<file path="src/rtl/instruction_fetch_unit.sv">
// Instruction fetch unit: issues sequential reads to a one-cycle instruction memory,
// queues returned words with their PCs, and hands them to decode over valid/ready.
module instruction_fetch_unit #(
   parameter int                  INSTRUCTION_LEN = 32,
   parameter int                  ADDR_LEN        = 32,
   parameter int                  QUEUE_DEPTH     = 4,
   parameter logic [ADDR_LEN-1:0] RESET_PC        = {ADDR_LEN{1'b0}}
) (
   input  logic                             clk,
   input  logic                             rst,
   output logic [ADDR_LEN-1:0]              mem_address,
   output logic                             mem_read,
   input  logic [INSTRUCTION_LEN-1:0]       mem_read_data,
   input  logic                             branch_taken,
   input  logic [ADDR_LEN-1:0]              branch_address,
   input  logic                             instr_ready,
   output logic                             instr_valid,
   output logic [INSTRUCTION_LEN-1:0]       instr,
   output logic [ADDR_LEN-1:0]              instr_pc,
   output logic [$clog2(QUEUE_DEPTH):0]     queue_count
);

   localparam int PTR_W = $clog2(QUEUE_DEPTH);
   localparam int CNT_W = PTR_W + 1;

   logic [ADDR_LEN-1:0]        fetch_pc_r;
   logic [ADDR_LEN-1:0]        inflight_pc_r;
   logic                       inflight_r;
   logic [PTR_W-1:0]           head_r;
   logic [PTR_W-1:0]           tail_r;
   logic [CNT_W-1:0]           count_r;
   logic [INSTRUCTION_LEN-1:0] instr_mem_r [QUEUE_DEPTH];
   logic [ADDR_LEN-1:0]        pc_mem_r    [QUEUE_DEPTH];

   logic [CNT_W-1:0]           occupancy_s;
   logic                       issue_s;
   logic                       push_s;
   logic                       pop_s;

   // Issue/push/pop decisions; the in-flight word reserves a slot so the queue never overflows.
   always_comb begin
      occupancy_s = count_r + CNT_W'(inflight_r);
      issue_s     = rst && !branch_taken && (occupancy_s < CNT_W'(QUEUE_DEPTH));
      push_s      = inflight_r && !branch_taken;
      pop_s       = (count_r != {CNT_W{1'b0}}) && instr_ready && !branch_taken;
   end

   // Memory request side and head presentation; empty queue shows zeros.
   always_comb begin
      mem_address = fetch_pc_r;
      mem_read    = issue_s;
      queue_count = count_r;
      instr_valid = (count_r != {CNT_W{1'b0}});
      if (instr_valid) begin
         instr    = instr_mem_r[head_r];
         instr_pc = pc_mem_r[head_r];
      end else begin
         instr    = {INSTRUCTION_LEN{1'b0}};
         instr_pc = {ADDR_LEN{1'b0}};
      end
   end

   // Fetch PC, in-flight tracking and queue pointers; a branch flushes everything.
   always_ff @(posedge clk or negedge rst) begin
      if (!rst) begin
         fetch_pc_r    <= RESET_PC;
         inflight_r    <= 1'b0;
         inflight_pc_r <= {ADDR_LEN{1'b0}};
         head_r        <= {PTR_W{1'b0}};
         tail_r        <= {PTR_W{1'b0}};
         count_r       <= {CNT_W{1'b0}};
      end else if (branch_taken) begin
         fetch_pc_r <= branch_address & {{(ADDR_LEN-2){1'b1}}, 2'b00};
         inflight_r <= 1'b0;
         head_r     <= {PTR_W{1'b0}};
         tail_r     <= {PTR_W{1'b0}};
         count_r    <= {CNT_W{1'b0}};
      end else begin
         if (issue_s) begin
            fetch_pc_r    <= fetch_pc_r + ADDR_LEN'(32'd4);
            inflight_pc_r <= fetch_pc_r;
            inflight_r    <= 1'b1;
         end else begin
            inflight_r    <= 1'b0;
         end
         if (push_s) begin
            tail_r <= tail_r + PTR_W'(1'b1);
         end
         if (pop_s) begin
            head_r <= head_r + PTR_W'(1'b1);
         end
         case ({push_s, pop_s})
            2'b10:   count_r <= count_r + CNT_W'(1'b1);
            2'b01:   count_r <= count_r - CNT_W'(1'b1);
            default: count_r <= count_r;
         endcase
      end
   end

   // Queue storage is data-only and needs no reset.
   always_ff @(posedge clk) begin
      if (push_s) begin
         instr_mem_r[tail_r] <= mem_read_data;
         pc_mem_r[tail_r]    <= inflight_pc_r;
      end
   end

endmodule

</file>
<file path="config.mk">
export PLATFORM = sky130hd
export DESIGN_NAME = instruction_fetch_unit
export DESIGN_NICKNAME = d
export VERILOG_FILES = /design/src/rtl/instruction_fetch_unit.sv
export SDC_FILE = /design/constraint.sdc
export NUM_CORES = 1
export LEC_CHECK = 0
export ABC_AREA = 1
export CAP_MARGIN = 20
export CORE_AREA = 2 2 144 174
export CTS_CLUSTER_SIZE = 10
export DETAILED_ROUTE_END_ITERATION = 16
export DIE_AREA = 0 0 146 176
export GPL_TIMING_DRIVEN = 0
export PLACE_DENSITY = 0.9
export SETUP_SLACK_MARGIN = 0.5
export SLEW_MARGIN = 20
export SYNTH_ARGS = -nofsm -noshare
export SYNTH_HDL_FRONTEND = slang
export SYNTH_SLANG_ARGS = --single-unit
</file>
<file path="constraint.sdc">
create_clock -name clk -period 7.1 [get_ports clk]
set_input_delay 1.065 -clock clk [delete_from_list [all_inputs] [get_ports clk]]
set_output_delay 1.065 -clock clk [all_outputs]
set_load 0.02 [all_outputs]
</file>
==> Yosys cells after proc, flatten, opt, wreduce, memory -nomap -nowiden <==
Memory sizes are Yosys's and may differ from the RTL's.
Index checks and enable logic that the tools add are counted.
{ "classes": {"add_sub_neg": 6, "order_cmp": 1, "eq_ne": 2, "n_mux": 14, "bitwise": 1, "n_reduce_logical": 12} }
{ "ops": {"columns": ["cell", "count"], "rows": [
  ["$mux 32", 4],
  ["$add 32x3->32 const B", 1],
  ["$mux 2", 4],
  ["$pmux 3 s2", 1],
  ["$reduce_bool 2->1", 3],
  ["$reduce_bool 3->1", 2],
  ["$logic_and 1x1->1", 5],
  ["$add 2x1->2 const B", 2],
  ["$mux 1", 4],
  ["$add 3x1->3", 1],
  ["$add 3x1->3 const B", 1],
  ["$lt 3x3->1 const B", 1],
  ["$mux 3", 1],
  ["$sub 3x1->3 const B", 1],
  ["$eq 2x1->1 const B", 1],
  ["$eq 2x2->1 const B", 1],
  ["$reduce_and 2->1", 1],
  ["$logic_not 1->1", 1],
  ["$not 1->1", 1]
]} }
{ "totals": {"ff_bits": 72, "ram_bits": 256, "inputBits": 68, "out_inout_bits": 101, "wordCells": 44, "n_memories": 2} }
{ "memory_table": {"columns": ["memory", "words", "width", "read_ports", "rd_ports_with_merged_regs", "wr", "line", "text"], "rows": [
  ["instr_mem_r", 4, 32, 1, 0, 1, "32", "logic [INSTRUCTION_LEN-1:0] instr_mem_r [QUEUE_DEPTH];"],
  ["pc_mem_r", 4, 32, 1, 0, 1, "33", "logic [ADDR_LEN-1:0] pc_mem_r [QUEUE_DEPTH];"]
]} }

==> Depth between registers and ports, before layout <==
Gate-level depths: netlist (run 1).
{ "depth": {"word_depth": 6, "ltp_mapped": 10, "depth_no_buf": 10} }

==> Worst setup path after synthesis (run 1) <==
No wires, ideal clock.
{ "synth_path": {"path_type": "input-to-reg", "startpoint": "input branch_taken", "endpoint": "memory instr_mem_r[0][0] (enable)", "setup_time_ns": 0.482, "arrival_time_ns": 4.094, "slack_ns": 2.524, "stages": 4, "path_buffers": 1, "path_cell_list": "buf_2 -> nor2_1 -> inv_1 -> nor2_1"} }
{ "synth_via": {"elab_chain_len": 4} }
{ "synth_lines": {"columns": ["element", "line", "text"], "rows": [
  ["start, declared", "14", "input logic branch_taken,"],
  ["$logic_not 1->1", "44", "push_s = inflight_r && !branch_taken;"],
  ["$logic_and 1x1->1", "44", null],
  ["$mux 1", "102", "if (push_s) begin"],
  ["$mux 1 (not written as such)", "103", "instr_mem_r[tail_r] <= mem_read_data;"],
  ["end, declared", "32", null]
]} }
No other way between the ends.

==> Worst setup path in the final report (run 1) <==
{ "layout_path": {"startpoint": "input rst", "endpoint": "output mem_read"} }
{ "layout_via": {"elab_chain_len": 2} }
{ "layout_lines": {"columns": ["element", "line", "text"], "rows": [
  ["start, declared", "10", "input logic rst,"],
  ["$logic_and 1x1->1 (2 in a row)", "43", "issue_s = rst && !branch_taken && (occupancy_s < CNT_W'(QUEUE_DEPTH));"],
  ["end, declared", "12", "output logic mem_read,"]
]} }
No other way between the ends.

==> results of run 1 <==
==> critical path, delay by kind of cell <==
kind,cells,cell delay [ns]
buf+inv,7,2.01
simple gates,2,0.23
==> worst min-delay path by stage <==
stage,start,endpoint,slack (ns),cells after the start
after CTS,rst,head_r[1],0.51,1
final,rst,mem_address[6],0.52,1
after floorplan,inflight_pc_r[10],pc_mem_r[0][10],0.48,0
after detailed placement,inflight_pc_r[8],pc_mem_r[1][8],0.51,0
after global routing,rst,mem_address[4],0.55,1
after global placement,inflight_pc_r[14],pc_mem_r[0][14],0.49,0
==> registers in the layout, indices dropped and copies added, names as in the netlist <==
| name | cells |
|---|---|
| queue_count | 3 |
| inflight_r | 1 |
| head_r | 2 |
| tail_r | 2 |
| pc_mem_r | 120 |
| mem_address | 30 |
| instr_mem_r | 128 |
| inflight_pc_r | 30 |
==> kinds of logic (layout without fill, tap and decap cells) <==
family | Yosys count | after routing | synth area share, %
adder cells (fa/ha/maj) | 6 | 6 | 0.615
AND/OR/NAND/NOR | 563 | 563 | 16.7
buffers and inverters | 139 | 371 | 4.45
XOR/XNOR | 10 | 10 | 0.653
other | 1 | 4 | 0.0279
AO/OA/AOI/OAI | 246 | 246 | 9.34
flip-flops | 316 | 316 | 68.2
==> per-stage QoR <==
stage / utilization (%) / std cells / area (µm²)
floorplan: - / 1284 / 13400
global placement: 64.6 / 1765 / 15400
detailed placement: 65.8 / 1776 / 15700
CTS: 70.3 / 1836 / 16800
global route: 70.3 / 1836 / 16800
finish: 70.3 / 1836 / 16800
==> cells in the final DEF (no fill, tap or decap), drive strengths merged <==
cell type and n:
dfrtp 68, inv 73, nand2 217, nand4 1, and2 1, a21oi 64
fa 1, xnor2 3, buf 51, nand3 39, o21ai 173, nor2 304
clkbuf 87, clkdlybuf4s50 160, xor2 7, conb 4, nor3 1, o211ai 9
edfxtp 248, ha 5
==> routing by layer <==
| layer | part of all wire [%] | vias to the layer above |
|---|---|---|
| met4 | 4.9 | 0 |
| li1 | - | 4736 |
| met1 | 36 | 4931 |
| met3 | 8.2 | 107 |
| met2 | 50 | 602 |
| met5 | 0 | - |
==> report_power, final <==
group,switching (mW),leakage [nW],internal (mW)
clock,0.682,0.515,1.02
combinational,1.15,2.73,0.705
sequential,0.184,3.09,2.24
==> layout make-up <==
type / count / area (µm²) / share of cell area, %
plain buffers: 67 / 327 / 1.94
clock buffers: 59 / 1060 / 6.32
clock inverters: 1 / 8.76 / 0.0522
inverters: 72 / 270 / 1.61
multi-input cells: 829 / 3710 / 22.1
flip-flops and latches: 316 / 9150 / 54.5
well taps: 320 / 400 / 2.38
repair buffers: 172 / 1860 / 11.1
==> qor.txt, run 1 <==
CTS Root Cell: clkbuf_16
Largest area contributor in the netlist: edfxtp_1
Wire length per cell: 19.1 µm
Final Hold Viols: 0
Core Box Area: 0.0239 mm²
R2R Path End: pc_mem_r[0][7]
DRC violation count after routing: 0
CTS H-tree depth: 2
First-pass GRT wire length: 53.7 mm
Critical path cell sequence: buf_4, buf_12, inv_1, nor2_1, nand3_1, inv_1, buf_2, buf_4, clkdlybuf4s50_1
Filler instances: 1,665
Post_cts resized: 0
Clock-pin slew on the worst setup and hold paths: 0.05 ns
Seq/Total Area, Yosys: 68.2%
Worst r2r src: inflight_r
Setup Skew: 0.0143 ns
Final cycle utilization of the critical path: 62.1%
Placer Congestion: 0.942
Hold_buf cts: 0
Synth cell types: 28
CP Class: primary input to output port
Number of max-cap violations: 0
Yosys warning total: 0
Hold WC Path Type: primary input to asynchronous set/reset pin
Reg2reg setup slack: 5.10 ns
Vias/cell: 5.65
Area growth syn-to-layout: 25.1%
Share of the synthesized area in the top cell type: 55.5%
Initial antenna violation count: 0
Pwr dens: 356 mW/mm²
Endpoint class of the critical path: output port
Fin nets: 1,569
Post-CTS setup buffers: 0
Period minus WS final: 4.41 ns
Top cells by area, synth: edfxtp_1 (55%), dfrtp_1 (13%), nor2_1 (8.2%), o21ai_0 (6.3%), nand2_1 (6.0%)
Die ar.: 0.0257 mm²
Post-synth EDFFs: 248
Routed wire length: 35.0 mm
Slew Viols, Final: 0
Drt pass-1 iters: 6
GRT met2 Usage: 46.4%
Worst Path Arrival: 3.34 ns
Most frequent cells after synthesis: nor2_1 (292), edfxtp_1 (248), nand2_1 (214)
#FFs+latches synth: 316
Pin count of the biggest net entering global routing: 36
Setup WS pre-CTS: 2.73 ns
CP max stage cell: clkdlybuf4s50_1
Met1 usage: 32.5%
GRT Util Overall: 26.8%
Asr flop ratio synth: 21.5%
Proportion of layout cells with a drive suffix above 1: 7.26%
Worst slew pin tran: 0.741 ns
Total number of vias: 10,376
Clock Latency Late Sink: 0.52 ns
Status: complete, no violations
CTS tree: yes
Ys flop type: edfxtp_1
Diodes inserted: 0
Vias in the first global route: 10,345
RSZ-0062 raised after global routing: no
Grt ovf: 0
Top-count cell post-synth: nor2_1
Initial Util: 56.2%
HPWL Detailed: 23.2 mm
Cells after Synth: 1,281
Placement row count: 62
Boundary Pins: 169
# setup viols final: 0
CTS Sinks: 316
Final total power: 5.97 mW
Die height: 176 µm
GR peak layer: met2
Slowest stage delay, CP: 0.64 ns
Cell Area, Synth: 0.0134 mm²
Syn avg cell area: 10.5 µm²
Reg2Reg Depth: 5
Buffers on Ports: 161
DR iter-0 viols: 855
Met3 Usage GRT: 4.37%
Die X: 146 µm
Worst vdd ir: 0.000164 V
Post-DRT Antenna Nets: 0
Slew HR: 50.6%
WHS: 0.517 ns
Leak: 6.34 nW
Critical Path Sink: mem_read
Critical Path Start: rst
Setup TNS Final: 0 ns
Worst-case clock buffer depth: 3
CP Max Fanout: 35
CP startpoint kind: primary input
Peak Freq: 0.227 GHz
Num CTS Buffers: 37
Worst setup margin: 2.69 ns
Worst Path Required: 6.03 ns
No activity file was read; power rests on OpenSTA's default activity.
==> run 2, diff against run 1 <==
- CORE_AREA: 2 2 144 174 -> 2 2 153 185
- DIE_AREA: 0 0 146 176 -> 0 0 155 187
- PLACE_DENSITY: 0.9 -> 0.85
- clock period: 7.1 -> 4.05 ns (I/O delays scaled with it)
==> run 2 against run 1 <==
  * Final cell count increased by 1.4%
  * Highest routed layer unchanged
  * Clock skew up 0.00082 ns
  * Via count decreased by 2.9%
  * Combinational power up 75%
  * Non-clock buffer count is 1 higher
  * Sequential share of layout area is the same
  * Utilization decreased by 9.0 points
  * Final area stayed put
  * Flip-flop and latch count unchanged
==> qor.txt, run 2 (synthesized netlist as in run 1, its figures left out) <==
Pwr dens: 616 mW/mm² (was 356 mW/mm²)
Slew HR: 49.1% (was 50.6%)
Post-CTS setup buffers: 0 (unchanged)
# setup viols final: 0 (unchanged)
Buffers on Ports: 161 (unchanged)
Pint: 6.86 mW (was 3.96 mW)
Fin util: 61.2% (was 70.3%)
Worst Path Buf+Inv: 4 (was 7)
Diodes inserted: 0 (unchanged)
Fin nets: 1,570 (was 1,569)
CP Max Fanout: 10 (was 35)
Number of max-cap violations: 0 (unchanged)
Vias/cell: 5.42 (was 5.65)
Die ar.: 0.0290 mm² (was 0.0257 mm²)
Drt pass-1 iters: 5 (was 6)
Final Hold Viols: 0 (unchanged)
Peak Freq: 0.289 GHz
Die height: 187 µm (was 176 µm)
CTS H-tree depth: 2 (unchanged)
RSZ-0062 raised after global routing: no (unchanged)
Largest register by flop count: instr_mem_r (unchanged)
Register share of total power: 40.8% (was 40.6%)
Filler instances: 2,057 (was 1,665)
Worst slew pin tran: 0.764 ns (was 0.741 ns)
Pin count of the biggest net entering global routing: 56 (was 36)
Die X: 155 µm (was 146 µm)
Slowest stage delay, CP: 0.67 ns (was 0.64 ns)
GRT Util Overall: 23.5% (was 26.8%)
Critical path cell sequence: buf_2, inv_2, clkbuf_1, o21ai_0, a21oi_1, clkdlybuf4s50_1 (was buf_4, buf_12, inv_1, nor2_1, nand3_1, inv_1, buf_2, buf_4, clkdlybuf4s50_1)
P_sw: 3.49 mW (was 2.01 mW)
Commonest cells after routing, fill and taps aside: nor2_1 (288), edfxtp_1 (248), nand2_1 (214) (unchanged)
CP Class: flip-flop to output port (was primary input to output port)
Proportion of layout cells with a drive suffix above 1: 7.26% (unchanged)
Initial Util: 49.0% (was 56.2%)
Post-DRT Antenna Nets: 0 (unchanged)
Slew Viols, Final: 0 (unchanged)
Largest registers: instr_mem_r (128), pc_mem_r (120) (unchanged)
HPWL Detailed: 22.7 mm (was 23.2 mm)
Worst setup margin: 0.595 ns (was 2.69 ns)
Clock share of power: 27.8% (was 28.4%)
Clock-pin slew on the worst setup and hold paths: 0.06 ns (was 0.05 ns)
Combinational share of power: 31.4% (was 31.0%)
Period minus WS final: 3.45 ns
Worst Path Required: 3.44 ns (was 6.03 ns)
CTS Sinks: 316 (unchanged)
Endpoint class of the critical path: output port (unchanged)
Total number of vias: 10,080 (was 10,376)
DRC violation count after routing: 0 (unchanged)
CP max stage cell: clkdlybuf4s50_1 (unchanged)
DR iter-0 viols: 962 (was 855)
Wire length per cell: 18.3 µm (was 19.1 µm)
First-pass GRT wire length: 52.6 mm (was 53.7 mm)
CP startpoint kind: flip-flop (was primary input)
Core Box Area: 0.0274 mm² (was 0.0239 mm²)
CP top delay family: buffers and inverters (unchanged)
Area growth syn-to-layout: 25.1% (unchanged)
Setup WS pre-CTS: 0.765 ns (was 2.73 ns)
Switching Fraction: 33.7% (about the same)
Worst-case clock buffer depth: 3 (unchanged)
Placer Congestion: 0.997 (was 0.942)
Vias in the first global route: 9,934 (was 10,345)
Grt ovf: 0 (unchanged)
Num CTS Buffers: 37 (unchanged)
CTS tree: yes (unchanged)
Commonest non-fill, non-tap cell in the layout: nor2_1 (unchanged)
Leak: 6.33 nW (was 6.34 nW)
Worst Path Arrival: 2.85 ns (was 3.34 ns)
Boundary Pins: 169 (unchanged)
CTS Root Cell: clkbuf_16 (unchanged)
Status: complete, no violations (unchanged)
Max reg flops: 128 (unchanged)
Initial antenna violation count: 0 (unchanged)
Placement row count: 67 (was 62)
Setup Skew: 0.0151 ns (was 0.0143 ns)
Hold WC Path Type: primary input to asynchronous set/reset pin (unchanged)
Final cycle utilization of the critical path: 85.3%
Routed wire length: 34.0 mm (was 35.0 mm)
Worst vdd ir: 0.000306 V (was 0.000164 V)
Clock Latency Late Sink: 0.51 ns (was 0.52 ns)
==> run 2: worst paths after layout <==
check / startpoint / endpoint / slack (ns) / cells past startpoint
worst max-delay path: head_r[0] / instr_pc[28] / 0.60 / 6
worst min-delay path: rst / mem_address[2] / 0.08 / 2
worst max register to register: inflight_r / instr_mem_r[3][24] / 1.96 / 5
worst min register to register: inflight_pc_r[8] / pc_mem_r[3][8] / 0.52 / 0
max in group asynchronous: rst / inflight_pc_r[8] / 2.94 / 2
min in group clk: inflight_pc_r[8] / pc_mem_r[3][8] / 0.52 / 0
==> run 2: layer usage <==
metal  share of wire, %  global-route usage [%]  vias up
met1                 37                    29.1     4737
met4                3.5                    9.97        0
met3                7.9                    2.99       72
li1                   -                       -     4725
met2                 51                    41.4      546
met5                  0                       0        -
==> run 2: power by group through the flow <==
stage | registers [mW] | clock network [mW] | logic, mW
after floorplan | 4.26 | 0 | 1.66
after CTS | 4.22 | 2.89 | 3.26
after global placement | 4.26 | 0 | 3.14
after global routing | 4.27 | 3.02 | 3.50
after detailed placement | 4.27 | 0 | 3.23
final | 4.22 | 2.88 | 3.24
==> run 2: layout make-up <==
class	count	area, µm²	area share (%)
sequential	316	9150	54.5
inverter	72	270	1.61
buffer	67	332	1.97
timing repair buffer	173	1880	11.2
clock buffer	59	1010	6.01
multi-input combinational	829	3710	22.1
tap	345	432	2.57
==> run 2: repair_timing <==
action	in CTS	in global routing
hold endpoints to repair	14	0
hold buffers	1	0
setup endpoints to repair	8	14
resized for setup	2	4
==> run 2: stage by stage <==
step | hold WS, ns | setup TNS (ns) | power (mW) | cells | instance area (µm²)
after floorplan | 0.312 | -16.98 | 5.92 | 1284 | 13400
after global placement | 0.487 | -508.45 | 7.40 | 1790 | 15500
after detailed placement | 0.484 | 0 | 7.50 | 1801 | 15800
after CTS | 0.0849 | 0 | 10.4 | 1861 | 16800
after global routing | 0.0937 | 0 | 10.8 | 1861 | 16800
final | 0.0775 | 0 | 10.3 | 1861 | 16800
==> run 3, diff against run 2 <==
- REMOVE_ABC_BUFFERS: default -> 1
==> run 3 against run 2 <==
  * Worst hold slack worse by 0.0076 ns
  * Clock-buffer cell count is 2 higher
  * Wire length is 2.1% higher
  * Largest power group unchanged
  * Power is 0.94% higher
  * Combinational power is 2% lower
  * Global-route usage is 0.20 points lower
  * Final cell count is 2.8% lower
  * Utilization is 0.16 points lower
  * Final area is 0.27% lower
  * Clock power is 4% higher
  * Non-clock buffer count is 59 lower
  * Sequential share of layout area is 0.19 points higher
==> qor.txt, run 3 (synthesized netlist as in run 1, its figures left out) <==
Placed cell count: 1,738 (was 1,801)
CP Max Fanout: 46 (was 10)
Proportion of layout cells with a drive suffix above 1: 6.28% (was 7.26%)
Commonest cells after routing, fill and taps aside: nor2_1 (287), edfxtp_1 (248), nand2_1 (214) (was nor2_1 (288), edfxtp_1 (248), nand2_1 (214))
Total number of vias: 10,120 (was 10,080)
Clock Latency Late Sink: 0.52 ns (was 0.51 ns)
Slew Viols, Final: 0 (unchanged)
First-pass GRT wire length: 52.7 mm (was 52.6 mm)
Area growth syn-to-layout: 24.8% (was 25.1%)
GRT Util Overall: 23.3% (was 23.5%)
Post-DRT Antenna Nets: 0 (unchanged)
Die X: 155 µm (unchanged)
# setup viols final: 0 (unchanged)
Placer Congestion: 0.926 (was 0.997)
Initial antenna violation count: 0 (unchanged)
Die ar.: 0.0290 mm² (unchanged)
Buffers on Ports: 162 (was 161)
Worst Path Arrival: 2.80 ns (was 2.85 ns)
Clock-pin slew on the worst setup and hold paths: 0.06 ns (about the same)
Worst vdd ir: 0.000429 V (was 0.000306 V)
Diodes inserted: 0 (unchanged)
Number of max-cap violations: 0 (unchanged)
R2R Path End: mem_address[16] (was instr_mem_r[3][24])
CP startpoint kind: flip-flop (unchanged)
Final cycle utilization of the critical path: 84.2% (was 85.3%)
Worst-case clock buffer depth: 3 (unchanged)
Critical Path Start: head_r[0] (unchanged)
Die height: 187 µm (unchanged)
Wire length per cell: 19.2 µm (was 18.3 µm)
CTS Sinks: 316 (unchanged)
Worst Path Required: 3.44 ns (about the same)
Period minus WS final: 3.41 ns (was 3.45 ns)
Worst slew pin tran: 0.833 ns (was 0.764 ns)
Core Box Area: 0.0274 mm² (unchanged)
Hold WC Path Type: primary input to asynchronous set/reset pin (unchanged)
Reg2reg setup slack: 1.72 ns (was 1.96 ns)
Placement row count: 67 (unchanged)
Setup Skew: 0.0254 ns (was 0.0151 ns)
DR iter-0 viols: 830 (was 962)
RSZ-0062 raised after global routing: no (unchanged)
Vias in the first global route: 10,023 (was 9,934)
Fin cells: 1,809 (was 1,861)
Num CTS Buffers: 37 (unchanged)
Pwr dens: 624 mW/mm² (was 616 mW/mm²)
Leak: 6.23 nW (was 6.33 nW)
Max reg flops: 128 (unchanged)
Vias/cell: 5.59 (was 5.42)
Worst r2r src: queue_count[0] (was inflight_r)
Commonest non-fill, non-tap cell in the layout: nor2_1 (unchanged)
CP Class: flip-flop to output port (unchanged)
DRC violation count after routing: 0 (unchanged)
CTS tree: yes (unchanged)
Largest register by flop count: instr_mem_r (unchanged)
Boundary Pins: 169 (unchanged)
Slew HR: 44.4% (was 49.1%)
Reg2Reg Depth: 5 (unchanged)
HPWL Detailed: 20.1 mm (was 22.7 mm)
Drt pass-1 iters: 7 (was 5)
Initial Util: 49.0% (unchanged)
Grt ovf: 0 (unchanged)
Status: complete, no violations (unchanged)
CTS H-tree depth: 2 (unchanged)
Pin count of the biggest net entering global routing: 82 (was 56)
Routed wire length: 34.7 mm (was 34.0 mm)
CTS Root Cell: clkbuf_16 (unchanged)
Fin nets: 1,514 (was 1,570)
Final total power: 10.4 mW (was 10.3 mW)
Endpoint class of the critical path: output port (unchanged)
Final Hold Viols: 0 (unchanged)
Peak Freq: 0.293 GHz (was 0.289 GHz)
Largest registers: instr_mem_r (128), pc_mem_r (120) (unchanged)
Setup TNS Final: 0 ns (unchanged)
==> run 3: cell types whose count changed in the layout (fill, tap and decap cells not counted), moves of 2 or more <==
cell       before  now
buf_1           5    0
buf_12          5    8
buf_2          24    1
buf_4           9    2
buf_6           2    0
clkbuf_1       46   22
clkbuf_16      37   39
clkbuf_2        4    0
dfrtp_1        68   66
dfrtp_4         0    2
inv_2           4    1
nand3_2         0    2
==> run 3: worst max-delay path: stages (launching register included) <==
cell             delay, ns
dfrtp_4               0.66
inv_12                0.25
buf_16                0.24
o21ai_0               0.12
a21oi_1               0.29
clkdlybuf4s50_1       0.68
==> run 3: worst max-delay path by stage <==
stage,endpoint,slack (ns),depth (start not counted)
after CTS,instr[9],0.55,5
after global placement,mem_read,-3.99,6
after floorplan,instr_pc[28],-0.50,3
final,instr_pc[9],0.64,5
after global routing,instr_pc[9],0.56,5
after detailed placement,mem_read,-0.31,7
==> run 3: what timing repair did <==
item | in CTS | in global routing
hold buffers | 1 | 0
pin swaps | 1 | 0
hold endpoints to repair | 15 | 0
gates resized for setup | 5 | 1
endpoints found under the setup margin | 45 | 20
cloned | 3 | 1
buffers inserted | 3 | 0
==> run 3: metal layers <==
metal	vias up	track usage [%]	part of all wire, %
li1	4630	-	-
met1	4888	28.7	38
met2	502	39.1	49
met3	100	3.87	7.4
met4	0	12.8	4.9
met5	-	0	0
==> run 3: power by group <==
group	switching (mW)	internal (mW)	total [mW]
Sequential	0.366	3.92	4.29
Clock	1.23	1.77	2.99
Combinational	1.93	1.23	3.16
Total	3.52	6.92	10.4
==> run 3: area by class of cell <==
type / instances / area [µm²]
Clock inverter: 2 / 36.3
Clock buffer: 61 / 1050
Timing Repair inverter: 1 / 5.00
Inverter: 72 / 294
Tap cell: 345 / 432
Timing Repair Buffer: 181 / 2020
Multi-Input combinational cell: 831 / 3750
Sequential cell: 316 / 9160
Fill cell: 2054 / 10700
==> run 3: per-stage QoR <==
| stage | utilization [%] | worst slack (ns) | hold WS (ns) | cell area (µm²) |
|---|---|---|---|---|
| 6_report | 61.1 | 0.641 | 0.0699 | 16700 |
| 2_1_floorplan | - | -0.495 | 0.312 | 13100 |
| 4_1_cts | 61.0 | 0.547 | 0.0798 | 16700 |
| 5_1_grt | 61.1 | 0.564 | 0.0852 | 16700 |
| 3_3_place_gp | 55.3 | -3.99 | 0.485 | 15200 |
| 3_5_place_dp | 56.7 | -0.309 | 0.492 | 15500 |
==> patch, RTL diff (flow settings as in run 2) <==
Change the parameter `ADDR_LEN` from 32 to 16.
--- a/src/rtl/instruction_fetch_unit.sv
+++ b/src/rtl/instruction_fetch_unit.sv
@@ -2,7 +2,7 @@
 // queues returned words with their PCs, and hands them to decode over valid/ready.
 module instruction_fetch_unit #(
    parameter int                  INSTRUCTION_LEN = 32,
-   parameter int                  ADDR_LEN        = 32,
+   parameter int                  ADDR_LEN        = 16,
    parameter int                  QUEUE_DEPTH     = 4,
    parameter logic [ADDR_LEN-1:0] RESET_PC        = {ADDR_LEN{1'b0}}
 ) (
Interface: changed (resized branch_address, instr_pc and mem_address); port bits go from 169 to 121. No check against the original RTL was run, so the function may have changed too.
==> patch against run 2 <==
Worst setup slack improved by 0.23 ns; routed wire length decreased by 36%; synthesized area decreased by 32%; sequential cell count decreased by 96; critical path depth unchanged; total power decreased by 50%; cell area decreased by 30%.
==> patch: results (changes against run 2) <==
The reported leakage power was 4.262 nW (was 6.327 nW); the pre-CTS worst setup slack was 1.056 ns (was 0.7645 ns). The final core utilization was 42.65% (was 61.25%). The clock network area share works out to 6.496% (was 6.006%). The fraction of area in multi-input gates works out to 19.77% (was 22.13%).

The fraction of final layout cells sized beyond drive strength 1 is 9.146% (was 7.256%), and the post-detailed-route via-to-cell ratio is 4.792 (was 5.416). The tools report the met1 layer usage reported by global route as 18.11% (was 29.10%). Cell types with the largest area share after synthesis: edfxtp_1, dfrtp_1, nor2_1 (unchanged). The number of search-and-repair iterations in the first detailed-routing pass came out at 4 (was 5). The sequential share of the synthesized area is 70.75% (was 68.18%), and the share of the synthesized netlist area taken by xor and xnor gates is 0.1929% (was 0.6527%). The fraction of standard cell area that is sequential came out at 54.97% (was 54.49%). The average wire per cell in the routed design came out at 16.38 µm (was 18.25 µm). The layout overhead on the synthesized area came out at 28.72% (was 25.12%). The H-tree depth was 1 (was 2); the arithmetic-cell share of the synthesized area counting full adders, half adders and majority gates was 0.9092% (was 0.6154%). The tools report the final layout net count as 1022 (was 1570). For the instance area after placement, the log shows 0.01093 mm² (was 0.01577 mm²). The post-synthesis average cell area is 11.21 µm² (was 10.48 µm²), and the final weighted congestion of routability-driven global placement is 0.7978 (was 0.9969).

The inverter count of the layout excluding clock inverters was 36 (was 72); the total of cells resized after clock tree synthesis was 0 (was 2). Top cell types by occurrence after synthesis: nor2_1, edfxtp_1, nand2_1 (unchanged). The fraction of the mapped netlist area in compound gates is 8.817% (was 9.343%), and the total of buffers placed on input and output ports is 114 (was 161).

For the maximum number of pins on one net before global-route repair, the log shows 22 (was 56). The largest voltage drop on the vdd net was 0.3009 mV (was 0.3055 mV). The count of distinct cell types in the synthesized netlist is 27 (was 28). The relative area of non-clock buffer cells in the final design was 13.92% (was 13.20%). The logs give 14.77% (was 23.48%) for the combined global-route utilization of all metal layers and 0.006426 mm² (was 0.009149 mm²) for the combined flip-flop and latch cell area.

The met3 usage in global routing was 2.525% (was 2.989%). The via count of the first global-routing pass was 6353 (was 9934). For the number of fillers in the final layout, the log shows 2474 (was 2057).

Top Registers: instr_mem_r: 128 flops, pc_mem_r: 56 flops (was instr_mem_r: 128 flops, pc_mem_r: 120 flops). The number of buffers outside the clock class in the layout was 168 (was 240). The run finished with clean final reports. For the sum of routed wire length over all layers, the log shows 21770 µm (was 33970 µm).

Wire length of the first global-routing pass: 33780 µm (was 52630 µm).
[patch: worst paths after layout]
check	from	endpoint	slack [ns]	depth (start not counted)
min in group clk	inflight_pc_r[6]	pc_mem_r[1][6]	0.54	0
setup reg to reg	inflight_r	instr_mem_r[1][11]	1.90	6
hold reg to reg	inflight_pc_r[6]	pc_mem_r[1][6]	0.54	0
hold / removal	rst	mem_address[12]	0.02	1
setup / recovery	queue_count[0]	instr_pc[10]	0.83	6
max in group asynchronous	rst	head_r[1]	3.58	2
[patch: power breakdown]
part / internal (mW) / switching [mW]
sequential: 2.55 / 0.0701
clock: 1.22 / 0.838
combinational: 0.219 / 0.309
[patch: layer usage]
| layer | share of wire, % | vias to the layer above |
|---|---|---|
| li1 | - | 3098 |
| met4 | 1.6 | 0 |
| met5 | 0 | - |
| met1 | 41 | 3025 |
| met2 | 51 | 217 |
| met3 | 6.1 | 29 |
